File: src/rtl/pipelined_cla_subtractor_if.sv
// Handshake and operand/result bundle for the pipelined CLA subtractor.
// The slave side is the subtractor; the master side drives operands and consumes results.
interface pipelined_cla_subtractor_if #(
  parameter int WIDTH = 32
);
  logic             valid_i;
  logic             ready_o;
  logic [WIDTH-1:0] a_i;
  logic [WIDTH-1:0] b_i;
  logic             bin_i;
  logic             valid_o;
  logic             ready_i;
  logic [WIDTH-1:0] diff_o;
  logic             bout_o;
  logic             ovf_o;
  logic             zero_o;

  modport slave (
    input  valid_i, a_i, b_i, bin_i, ready_i,
    output ready_o, valid_o, diff_o, bout_o, ovf_o, zero_o
  );

  modport master (
    output valid_i, a_i, b_i, bin_i, ready_i,
    input  ready_o, valid_o, diff_o, bout_o, ovf_o, zero_o
  );
endinterface

File: src/rtl/pipelined_cla_subtractor.sv
// Two-stage carry-lookahead subtractor (a - b - bin) with valid/ready flow control.
// Stage 1 resolves the low half and the mid carry; stage 2 the high half and flags.
module pipelined_cla_subtractor #(
  parameter int WIDTH = 32,
  parameter int HALF  = WIDTH / 2
) (
  input  logic                      clk_i,
  input  logic                      rst_ni,
  pipelined_cla_subtractor_if.slave bus
);

  // Adds x + y + cin over HALF bits using 4-bit propagate/generate groups;
  // returns {carry_out, sum}. A trailing partial group is handled the same way.
  function automatic logic [HALF:0] cla_add(input logic [HALF-1:0] x,
                                            input logic [HALF-1:0] y,
                                            input logic            cin);
    logic [HALF-1:0] p;
    logic [HALF-1:0] g;
    logic [HALF:0]   c;
    logic            gp;
    logic            gg;
    int              top;
    p    = x ^ y;
    g    = x & y;
    c    = '0;
    c[0] = cin;
    for (int base = 0; base < HALF; base += 4) begin
      gp = 1'b1;
      gg = 1'b0;
      for (int k = 0; k < 4; k++) begin
        if (base + k < HALF) begin
          c[base+k] = gg | (gp & c[base]);
          gg        = g[base+k] | (p[base+k] & gg);
          gp        = gp & p[base+k];
        end
      end
      top    = (base + 4 < HALF) ? base + 4 : HALF;
      c[top] = gg | (gp & c[base]);
    end
    return {c[HALF], p ^ c[HALF-1:0]};
  endfunction

  logic             adv1;
  logic             adv2;
  logic             accept;

  logic             v1_q,      v1_d;
  logic [HALF-1:0]  a_hi_q,    a_hi_d;
  logic [HALF-1:0]  b_hi_q,    b_hi_d;
  logic [HALF-1:0]  diff_lo_q, diff_lo_d;
  logic             cmid_q,    cmid_d;

  logic             v2_q,      v2_d;
  logic [WIDTH-1:0] diff_q,    diff_d;
  logic             bout_q,    bout_d;
  logic             ovf_q,     ovf_d;
  logic             zero_q,    zero_d;

  logic [HALF:0]    lo_sum;
  logic [HALF:0]    hi_sum;
  logic [WIDTH-1:0] full_diff;

  assign adv2       = !v2_q || bus.ready_i;
  assign adv1       = !v1_q || adv2;
  assign accept     = bus.valid_i && adv1;
  assign bus.ready_o = adv1;

  // ---- stage 1: low half and mid carry ----
  assign lo_sum = cla_add(bus.a_i[HALF-1:0], ~bus.b_i[HALF-1:0], ~bus.bin_i);

  always_comb begin
    v1_d      = v1_q;
    a_hi_d    = a_hi_q;
    b_hi_d    = b_hi_q;
    diff_lo_d = diff_lo_q;
    cmid_d    = cmid_q;
    if (adv1) begin
      v1_d = bus.valid_i;
    end
    if (accept) begin
      a_hi_d    = bus.a_i[WIDTH-1:HALF];
      b_hi_d    = bus.b_i[WIDTH-1:HALF];
      diff_lo_d = lo_sum[HALF-1:0];
      cmid_d    = lo_sum[HALF];
    end
  end

  // ---- stage 2: high half, borrow, overflow, zero ----
  assign hi_sum    = cla_add(a_hi_q, ~b_hi_q, cmid_q);
  assign full_diff = {hi_sum[HALF-1:0], diff_lo_q};

  always_comb begin
    v2_d   = v2_q;
    diff_d = diff_q;
    bout_d = bout_q;
    ovf_d  = ovf_q;
    zero_d = zero_q;
    if (adv2) begin
      v2_d = v1_q;
    end
    if (adv2 && v1_q) begin
      diff_d = full_diff;
      bout_d = ~hi_sum[HALF];
      ovf_d  = (a_hi_q[HALF-1] ^ b_hi_q[HALF-1]) & (hi_sum[HALF-1] ^ a_hi_q[HALF-1]);
      zero_d = (full_diff == '0);
    end
  end

  // Control and visible outputs clear asynchronously; stage-1 operand data never needs to.
  always_ff @(posedge clk_i or negedge rst_ni) begin
    if (!rst_ni) begin
      v1_q   <= 1'b0;
      v2_q   <= 1'b0;
      diff_q <= '0;
      bout_q <= 1'b0;
      ovf_q  <= 1'b0;
      zero_q <= 1'b0;
    end else begin
      v1_q   <= v1_d;
      v2_q   <= v2_d;
      diff_q <= diff_d;
      bout_q <= bout_d;
      ovf_q  <= ovf_d;
      zero_q <= zero_d;
    end
  end

  always_ff @(posedge clk_i) begin
    a_hi_q    <= a_hi_d;
    b_hi_q    <= b_hi_d;
    diff_lo_q <= diff_lo_d;
    cmid_q    <= cmid_d;
  end

  assign bus.valid_o = v2_q;
  assign bus.diff_o  = diff_q;
  assign bus.bout_o  = bout_q;
  assign bus.ovf_o   = ovf_q;
  assign bus.zero_o  = zero_q;

endmodule

File: src/flat_wrapper.sv
// flat-port wrapper written by rule: the top's interface ports become plain ports
module pipelined_cla_subtractor_flat 
#(
  parameter int WIDTH = 32,
  parameter int HALF  = WIDTH / 2
)
  (clk_i, rst_ni, bus_valid_i, bus_a_i, bus_b_i, bus_bin_i, bus_ready_i, bus_ready_o, bus_valid_o, bus_diff_o, bus_bout_o, bus_ovf_o, bus_zero_o);
  pipelined_cla_subtractor_if #(.WIDTH(WIDTH)) bus_i ();
  input  logic clk_i;
  input  logic rst_ni;
  input wire logic [$bits(bus_i.valid_i)-1:0] bus_valid_i;
  input wire logic [$bits(bus_i.a_i)-1:0] bus_a_i;
  input wire logic [$bits(bus_i.b_i)-1:0] bus_b_i;
  input wire logic [$bits(bus_i.bin_i)-1:0] bus_bin_i;
  input wire logic [$bits(bus_i.ready_i)-1:0] bus_ready_i;
  output wire logic [$bits(bus_i.ready_o)-1:0] bus_ready_o;
  output wire logic [$bits(bus_i.valid_o)-1:0] bus_valid_o;
  output wire logic [$bits(bus_i.diff_o)-1:0] bus_diff_o;
  output wire logic [$bits(bus_i.bout_o)-1:0] bus_bout_o;
  output wire logic [$bits(bus_i.ovf_o)-1:0] bus_ovf_o;
  output wire logic [$bits(bus_i.zero_o)-1:0] bus_zero_o;
  assign bus_i.valid_i = bus_valid_i;
  assign bus_i.a_i = bus_a_i;
  assign bus_i.b_i = bus_b_i;
  assign bus_i.bin_i = bus_bin_i;
  assign bus_i.ready_i = bus_ready_i;
  assign bus_ready_o = bus_i.ready_o;
  assign bus_valid_o = bus_i.valid_o;
  assign bus_diff_o = bus_i.diff_o;
  assign bus_bout_o = bus_i.bout_o;
  assign bus_ovf_o = bus_i.ovf_o;
  assign bus_zero_o = bus_i.zero_o;
  pipelined_cla_subtractor #(.WIDTH(WIDTH), .HALF(HALF)) u_core (.clk_i(clk_i), .rst_ni(rst_ni), .bus(bus_i));
endmodule
File: config.mk
export PLATFORM = sky130hd
export DESIGN_NAME = pipelined_cla_subtractor_flat
export DESIGN_NICKNAME = d
export VERILOG_FILES = /design/src/rtl/pipelined_cla_subtractor_if.sv /design/src/rtl/pipelined_cla_subtractor.sv /design/src/flat_wrapper.sv
export SDC_FILE = /design/constraint.sdc
export NUM_CORES = 1
export LEC_CHECK = 0
export ABC_AREA = 1
export CAP_MARGIN = 20
export CORE_MARGIN = 2
export CORE_UTILIZATION = 45
export CTS_CLUSTER_DIAMETER = 120
export DETAILED_ROUTE_END_ITERATION = 16
export PLACE_DENSITY_LB_ADDON = 0.12
export SLEW_MARGIN = 20
export SYNTH_ARGS = -nofsm -noshare
export SYNTH_HDL_FRONTEND = slang
export SYNTH_SLANG_ARGS = --single-unit
File: constraint.sdc
create_clock -name clk_i -period 2.8 [get_ports clk_i]
set_input_delay 0.7 -clock clk_i [delete_from_list [all_inputs] [get_ports clk_i]]
set_output_delay 0.7 -clock clk_i [all_outputs]
set_load 0.03 [all_outputs]
==> reports/metrics.csv <==
metric;value;unit
outcome;complete, but fails checks;
failing checks;negative setup slack;
Cells after Synth;464;
Seq cells post-synth;86;
WP data arrival;3350;ps
number of synthesized flops with an enable pin;49;
final core utilization;62.7;%
full die area;10800;um2
reg-to-reg endpoint;u_core.bus.zero_o;
antenna-violating nets left;0;
Reg power frac;42.1;%
RSZ-0062 raised after global routing;yes;
Async SR Flop Fraction;43.0;%
sequential element share of the synthesized area;53.5;%
Reg area;2400;um2
layout net count;710;
Largest stage delay, worst path;550;ps
largest net degree at the start of global routing;51;
pwr/cell area;675;nW/um2
slowest CP cell;fa_1;
n_diodes;0;
fin. max-slew vios;0;
Mapped Nets;573;
leakage;2.92;nW
main flop type after synthesis;edfxtp_1;
largest family of logic cells by synthesized area;simple AND/OR/NAND/NOR gates;
GR Util All Layers;17.3;%
top post-synthesis cells by area;edfxtp_1 33%, dfrtp_1 21%, nand2_1 9.3%;
Worst Path Required;3090;ps
antenna violations before repair;0;
CTS tree;yes;
Internal;0.00268;W
Yosys cell types;29;
max-cap check violation count;0;
Cell Area, Synth;4480;um2
VDD IR max;254;uV
via count;3409;
most frequent CP cell;nand2_1;
fmax;0.326;GHz
worst hold path type;input pin to asynchronous set/reset pin;
IO buf count;105;
drt wl/cell;12.2;um
Logic pwr share;37.1;%
post-synthesis adder-cell area fraction;12.5;%
final WL;9030;um
Die Span X;104;um
Avg Cell Area, Syn;9.66;um2
Residual DRC;0;
area leader, netlist;edfxtp_1;
Crit Path Max Fanout;3;
initial DRC count;99;
mux cell area share after synthesis;0;%
startpoint types;flip-flop;
# IOs;106;
RePlAce Congestion;0.799;
first-pass GRT wire length;15000;um
Synth Warn #;0;
period utilisation layout;109;%
H-tree Lvls;3;
CTS clk-pin slew, worst paths;90;ps
Compound-Gate Fraction of Synth Area;5.36;%
dpl hpwl;6980;um
switching share of total power;35.0;%
min cycle time layout;3060;ps
clock power share;20.8;%
Simple-Gate Fraction of Synth Area;17.7;%
Clock Skew;9.47;ps
vias in the first global route;3376;
DRT Pass-1 Iters;4;
count leader, synth;nand2_1;
CORE AREA;9730;um2
flop2flop setup slack;-260;ps
final hold vios;0;
row cnt;36;
synth-to-layout area growth;36.1;%
clk sinks;86;
Via density;4.61;
Initial Util;46.1;%
Worst Max-Slew Pin Slew;876;ps
Yosys top cell area share;32.8;%
share of cells above drive strength 1;12.5;%
slew margin rel.;41.6;%
Reg2Reg Depth;25;
Commonest cells post-synth;111 x nand2_1, 88 x inv_1, 49 x edfxtp_1;
post-route setup TNS;-264;ps
setup violators final;1;
CP Class;flip-flop to flip-flop;
multi-input logic area;1750;um2
P_sw;0.00144;W
RR Startpoint;u_core.a_hi_q[1];
Die Y;104;um
Fill cells;854;
fin worst setup slack;-264;ps
TritonCTS buffer count;9;
Crit. End Element;flip-flop;
dpl ws;-365;ps
clk root buf;clkbuf_8;
Clock Tree Buf Depth;2;
xor and xnor area share after synthesis;2.74;%
GRT overflow;0;
Worst-Skew Late Latency;350;ps
[power groups by stage]
stage,sequential [W],combinational [W],clock [W]
after floorplan,0.00208,0.000522,0
after global placement,0.00176,0.00150,0
after detailed placement,0.00176,0.00153,0
after CTS,0.00174,0.00154,0.000886
after global routing,0.00177,0.00166,0.000934
final,0.00173,0.00153,0.000857
[cell families (layout without fill, tap and decap cells)]
logic type,count (synthesis),in the layout
AOI/OAI and AO/OA,41,41
adders and majority gates,40,40
DFF,86,86
xor gates and xnor gates,14,14
buffers and inverters,96,238
and+or+nand+nor,187,187
[final cells by class]
type | instances | area share (%)
clock buffers | 9 | 2.03
clock inverters | 7 | 1.19
inverters | 89 | 5.48
multi-input cells | 282 | 28.7
flip-flops and latches | 86 | 39.3
well taps | 133 | 2.73
repair buffers | 133 | 20.6
[sequential cells by signal (all words and copies together) (netlist names), 16 cells and up]
| register | flops |
|---|---|
| u_core.bus.diff_o | 32 |
| u_core.diff_lo_q | 16 |
| u_core.b_hi_q | 16 |
| u_core.a_hi_q | 16 |
[layout by cell type, fill, tap and decap left out, types with 6 or more instances in the layout]
master,count
nand2_2,16
clkbuf_8,9
clkdlybuf4s50_1,104
xnor2_1,8
xor2_1,6
o21ai_0,16
a21oi_1,10
ha_1,31
edfxtp_1,49
dfrtp_1,37
inv_1,87
nor2_1,30
fa_1,8
nand2_1,109
nand3_1,19
buf_4,28
[timing repair]
action,4_1_cts,5_1_grt
hold buffers,0,0
buffers inserted,0,0
pin swaps,1,0
gates cloned,0,0
setup endpoints to repair,1,2
gates resized for setup,2,5
[how the worst max path moves through the flow]
stage                                 from           endpoint  slack [ps]  depth (start not counted)
after floorplan           u_core.a_hi_q[1]  u_core.bus.zero_o          30                         25
after CTS                 u_core.a_hi_q[1]  u_core.bus.zero_o        -280                         25
after global routing      u_core.a_hi_q[1]  u_core.bus.zero_o        -560                         25
after detailed placement  u_core.a_hi_q[1]  u_core.bus.zero_o        -360                         25
final                     u_core.a_hi_q[1]  u_core.bus.zero_o        -260                         25
after global placement    u_core.a_hi_q[1]  u_core.bus.zero_o        -380                         25
[worst max-delay path, delay by kind of cell, from the launching register on]
kind                     cells  cell delay (ps)
buffers and inverters        1               50
AND/OR/NAND/NOR             22             1670
adder cells (fa/ha/maj)      2              850
flip-flops                   1              430
[routing by layer]
metal  share of wire, %  vias up  global-route usage, %
li1                   -     1739                      -
met1                 42     1560                   20.4
met2                 50       94                   30.1
met3                5.7       16                   4.09
met4                2.1        0                   7.43
met5                  0        -                      0
[through the flow]
| stage | instance area, um2 | hold slack, ps | instances | total power (W) |
|---|---|---|---|---|
| floorplan | 4480 | 404 | 464 | 0.00261 |
| global placement | 5870 | 456 | 723 | 0.00326 |
| detailed placement | 5870 | 454 | 723 | 0.00330 |
| CTS | 6070 | 476 | 739 | 0.00417 |
| global route | 6100 | 497 | 739 | 0.00436 |
| finish | 6100 | 470 | 739 | 0.00412 |
Note: power is estimated with default switching activity, not from simulation.
==> RTL edit 1: new RTL, same settings <==
`WIDTH` is set to 32 in 3 places; all go to 64.
--- a/src/rtl/pipelined_cla_subtractor_if.sv
+++ b/src/rtl/pipelined_cla_subtractor_if.sv
@@ -3,3 +3,3 @@
 interface pipelined_cla_subtractor_if #(
-  parameter int WIDTH = 32
+  parameter int WIDTH = 64
 );
--- a/src/rtl/pipelined_cla_subtractor.sv
+++ b/src/rtl/pipelined_cla_subtractor.sv
@@ -3,3 +3,3 @@
 module pipelined_cla_subtractor #(
-  parameter int WIDTH = 32,
+  parameter int WIDTH = 64,
   parameter int HALF  = WIDTH / 2
--- a/src/flat_wrapper.sv
+++ b/src/flat_wrapper.sv
@@ -3,3 +3,3 @@
 #(
-  parameter int WIDTH = 32,
+  parameter int WIDTH = 64,
   parameter int HALF  = WIDTH / 2
Ports: changed (resized bus_a_i, bus_b_i and bus_diff_o); port bits go from 106 to 202. No check against the original RTL was run, so the function may have changed too.
==> RTL edit 1 against the unedited design <==
- the flow still finishes with violations (negative setup slack)
- area after synthesis grew 94%
- count of clock-buffer cells in the layout grew 9
- sequential cell count grew 80
- utilization grew 5.4 points
- combinational power grew 96%
- maximum frequency shrank 21%
- total power grew 110%
- cell area grew 110%
- setup slack lost 0.82 ns
- routed wire length grew 120%
- sequential power grew 91%
- critical path type unchanged
==> RTL edit 1: results (changes against the unedited design) <==
[final_layout] total of fill cells in the finished design 1,456 [+70%]
[global_route] global-route track usage on met3 7.243% [+3.2 points]
[detailed_routing] wirelength, routed 20,320 um [+120%]
[detailed_routing] Detailed Route Iter0 Violations 258 [+160%]
[global_route] wire length of the first global-routing pass 32,020 um [+110%]
[detailed_routing] uppermost signal routing layer after detailed routing met5
[power_and_ir_drop] Clock group 2.41 mW [+180%]
[clock_network] number of clock buffers inserted by TritonCTS 17 [+8]
[synthesis] XOR/XNOR Fraction of Synth Area 2.516% [-0.22 points]
[global_route] number of antenna violations at the first check in global routing 2 [+2]
[detailed_routing] total via count after detailed routing 6,932 [+100%]
[synthesis] post-synthesis cell count 920 [+98%]
[timing] tightest hold margin 0.2638 ns [-0.2060 ns]
[synthesis] top cells by count, synth nand2_1, inv_1, edfxtp_1, nor2_1, dfrtp_1
[run_status] run status finished with violations
[timing] # setup viols final 2 [+1]
[clock_network] Clk pin slew, worst setup/hold paths 0.06 ns [-0.03 ns]
[power_and_ir_drop] Comb group 3.00 mW [+96%]
[synthesis] fraction of the mapped netlist area in adder cells 12.88% [+0.37 points]
[run_status] violated checks negative setup slack
[synthesis] number of flops mapped to enable cells by yosys 97 [+98%]
[placed_design] instance area after placement 11,830 um2 [+100%]
[worst_setup_path] worst-path fanout max 4 [+1]
[clock_network] number of gates given a new drive strength after cts 50 [+48]
[timing] worst slew slack as a fraction of its limit 62.10% [+21 points]
[final_layout] share of layout cells above drive strength 1 18.60% [+6.1 points]
[timing] post-layout worst setup margin -1.085 ns [-0.8214 ns]
[placed_design] routability congestion estimate 0.8557 [+7.1%]
[worst_setup_path] Worst Path Arrival 4.24 ns [+0.89 ns]
[placed_design] Setup Slack @ Placement -1.229 ns [-0.8640 ns]
[detailed_routing] met3 wire length 1656 um [+220%]
[synthesis] net count of the mapped netlist 1,133 [+98%]
[placed_design] post-detailed-placement half-perimeter wirelength 14,960 um [+110%]
[detailed_routing] routed length on met1 8266 um [+120%]
[detailed_routing] length of routed met2 wiring 10,120 um [+120%]
[final_layout] max FFs per register 64 [+100%]
[power_and_ir_drop] Pwr per Cell Area 679.1 nW/um2 [+0.56%]
[power_and_ir_drop] VDD IR-drop max 0.0003517 V [+39%]
[final_layout] Nets 1,442 [+100%]
[global_route] met1 track demand over resource in global routing 23.49% [+3.1 points]
[synthesis] main area contributors after synthesis edfxtp_1, dfrtp_1, nand2_1, ha_1, inv_1
[global_route] pin count of the biggest net entering global routing 75 [+47%]
[power_and_ir_drop] Int Pwr 5.834 mW [+120%]
[global_route] overall fraction of global-route tracks in use 20.24% [+3.0 points]
[synthesis] register area share after synthesis 53.31% [-0.18 points]
[detailed_routing] Avg Vias per Cell 4.612 [about the same]
==> RTL edit 1: area by class of cell <==
| cell class | instances | area share, % |
|---|---|---|
| Sequential cell | 166 | 36.18 |
| Clock inverter | 14 | 1.327 |
| Multi-Input combinational cell | 567 | 28.94 |
| Tap cell | 260 | 2.537 |
| Timing Repair Buffer | 304 | 22.40 |
| Inverter | 173 | 5.180 |
| Clock buffer | 18 | 3.424 |
| Antenna cell | 1 | 0.01951 |
==> RTL edit 1: worst max-delay path by stage <==
stage | end | start | cells after the start
after floorplan | u_core.bus.zero_o | u_core.a_hi_q[1] | 39
after global placement | u_core.bus.zero_o | u_core.a_hi_q[1] | 37
after detailed placement | u_core.bus.zero_o | u_core.a_hi_q[1] | 39
after CTS | u_core.bus.zero_o | u_core.a_hi_q[1] | 39
after global routing | u_core.bus.zero_o | u_core.a_hi_q[1] | 39
final | u_core.bus.zero_o | u_core.a_hi_q[1] | 39
==> RTL edit 2: new RTL, config.mk and constraints unchanged <==
Made on the original files. Reset style: synchronous (`rst_ni`), changed in one clocked block. Comments in the files are not updated.
--- a/src/rtl/pipelined_cla_subtractor.sv
+++ b/src/rtl/pipelined_cla_subtractor.sv
@@ -109,3 +109,3 @@
   // Control and visible outputs clear asynchronously; stage-1 operand data never needs to.
-  always_ff @(posedge clk_i or negedge rst_ni) begin
+  always_ff @(posedge clk_i) begin
     if (!rst_ni) begin
Formal check against the unedited RTL: differs if rst_ni is asserted again (counterexample within 4 cycles, from zero or initial values and one cycle with rst_ni low); with rst_ni held inactive, the same outputs for 10 cycles.
==> RTL edit 2 against the unedited design <==
- cell area rose by 0.33%
- the run still ends with negative setup slack left
- sequential cell count did not move
- critical path type unchanged
- clock power fell by 4.0%
- largest power group unchanged
- combinational power fell by 49%
- die area fell by 1.4%
- setup slack improved by 0.010 ns
- via count rose by 3.1%
- critical path depth fell by 1
- routed wire length rose by 2.3%
- area after synthesis fell by 1.5%
- total power fell by 24%
==> RTL edit 2: results (changes against the unedited design) <==
[detailed_routing] Detailed Route Iter0 Violations 53 [-46%]
[power_and_ir_drop] switching power of the nets 0.8724 mW [-39%]
[placed_design] Setup Slack @ Placement -0.3375 ns [+0.02704 ns]
[timing] # setup viols final 1 [unchanged]
[power_and_ir_drop] Comb group 0.786 mW [-49%]
[run_status] run status finished with violations
[worst_setup_path] Worst Path Arrival 3.33 ns [-0.02 ns]
[global_route] pin count of the biggest net entering global routing 31 [-39%]
[final_layout] Nets 722 [+1.7%]
[synthesis] complex-gate fraction of the synthesized area 8.135% [+2.8 points]
[global_route] wire length of the first global-routing pass 14,680 um [-1.8%]
[synthesis] main area contributors after synthesis edfxtp_1, dfxtp_1, ha_1, inv_1, nand2_1
[synthesis] Synth Area per Inst 9.432 um2 [-2.3%]
[synthesis] number of distinct library cell variants in the gate-level netlist after synthesis 37 [+28%]
[timing] post-layout worst setup margin -0.2533 ns [+0.01031 ns]
[placed_design] post-detailed-placement half-perimeter wirelength 7329 um [+5.0%]
[global_route] vias in the first global route 3,347 [-0.86%]
[synthesis] fraction of the mapped netlist area in adder cells 12.70% [+0.19 points]
[run_status] violated checks negative setup slack
[timing] worst slew slack as a fraction of its limit 74.41% [+33 points]
[worst_setup_path] biggest cell delay along the critical path 0.51 ns [-0.04 ns]
[detailed_routing] Avg Vias per Cell 4.679 [+1.4%]
[synthesis] XOR/XNOR Fraction of Synth Area 3.373% [+0.64 points]
[synthesis] async set or reset register ratio after synthesis 0% [-43 points]
[placed_design] routability congestion estimate 0.8222 [+2.9%]
[detailed_routing] total via count after detailed routing 3,514 [+3.1%]
[placed_design] instance count after placement with tap cells included 735 [+1.7%]
[detailed_routing] detailed-route wire length per cell 12.31 um [+0.70%]
[power_and_ir_drop] VDD IR-drop max 0.0002595 V [+2.3%]
[timing] Clock Skews 0.01159 ns [+0.002118 ns]
[min_path] HP Class flip-flop to flip-flop
[power_and_ir_drop] LEAKAGE 2.764 nW [-5.4%]
==> RTL edit 2: path summary, 6_finish.rpt <==
path	start	to	slack (ns)	cells past startpoint
worst max-delay path	u_core.a_hi_q[1]	u_core.bus.zero_o	-0.25	24
worst min-delay path	u_core.bus.diff_o[21]	u_core.bus.diff_o[21]	0.47	2
worst max register to register	u_core.a_hi_q[1]	u_core.bus.zero_o	-0.25	24
worst min register to register	u_core.bus.diff_o[21]	u_core.bus.diff_o[21]	0.47	2
==> RTL edit 2: repair_timing <==
item                       in CTS  in global routing
cloned                          0                  0
pin swaps                       1                  2
setup buffers                   0                  0
gates resized for setup         3                 13
setup endpoints to repair       1                  6
==> RTL edit 2: per-layer routing <==
metal  global-route usage [%]  part of all wire [%]  vias to the layer above
met5                        0                     0                        -
met1                    20.16                    40                     1635
met4                    6.478                   1.3                        0
met2                    32.62                    52                       79
met3                    4.746                   7.3                        8
li1                         -                     -                     1792
==> RTL edit 2: cell type report <==
| type | instances | area [um2] |
|---|---|---|
| clock buffer | 11 | 131.4 |
| clock inverter | 5 | 51.30 |
| tap | 133 | 166.4 |
| timing repair buffer | 144 | 1349 |
| multi-input combinational | 288 | 1894 |
| fill | 846 | 3520 |
| inverter | 84 | 315.3 |
| sequential | 86 | 2212 |
==> RTL edit 2: metrics by stage <==
| step | hold WS [ns] | total power [mW] | setup TNS, ns | instance area, um2 |
|---|---|---|---|---|
| 4_1_cts | 0.4775 | 3.136 | -0.3116 | 6078 |
| 3_5_place_dp | 0.4633 | 2.310 | -2.344 | 5881 |
| 2_1_floorplan | 0.4932 | 1.964 | 0 | 4427 |
| 3_3_place_gp | 0.4556 | 2.284 | -1.635 | 5881 |
| 6_report | 0.4702 | 3.111 | -0.2533 | 6120 |
| 5_1_grt | 0.5078 | 3.285 | -0.5190 | 6120 |
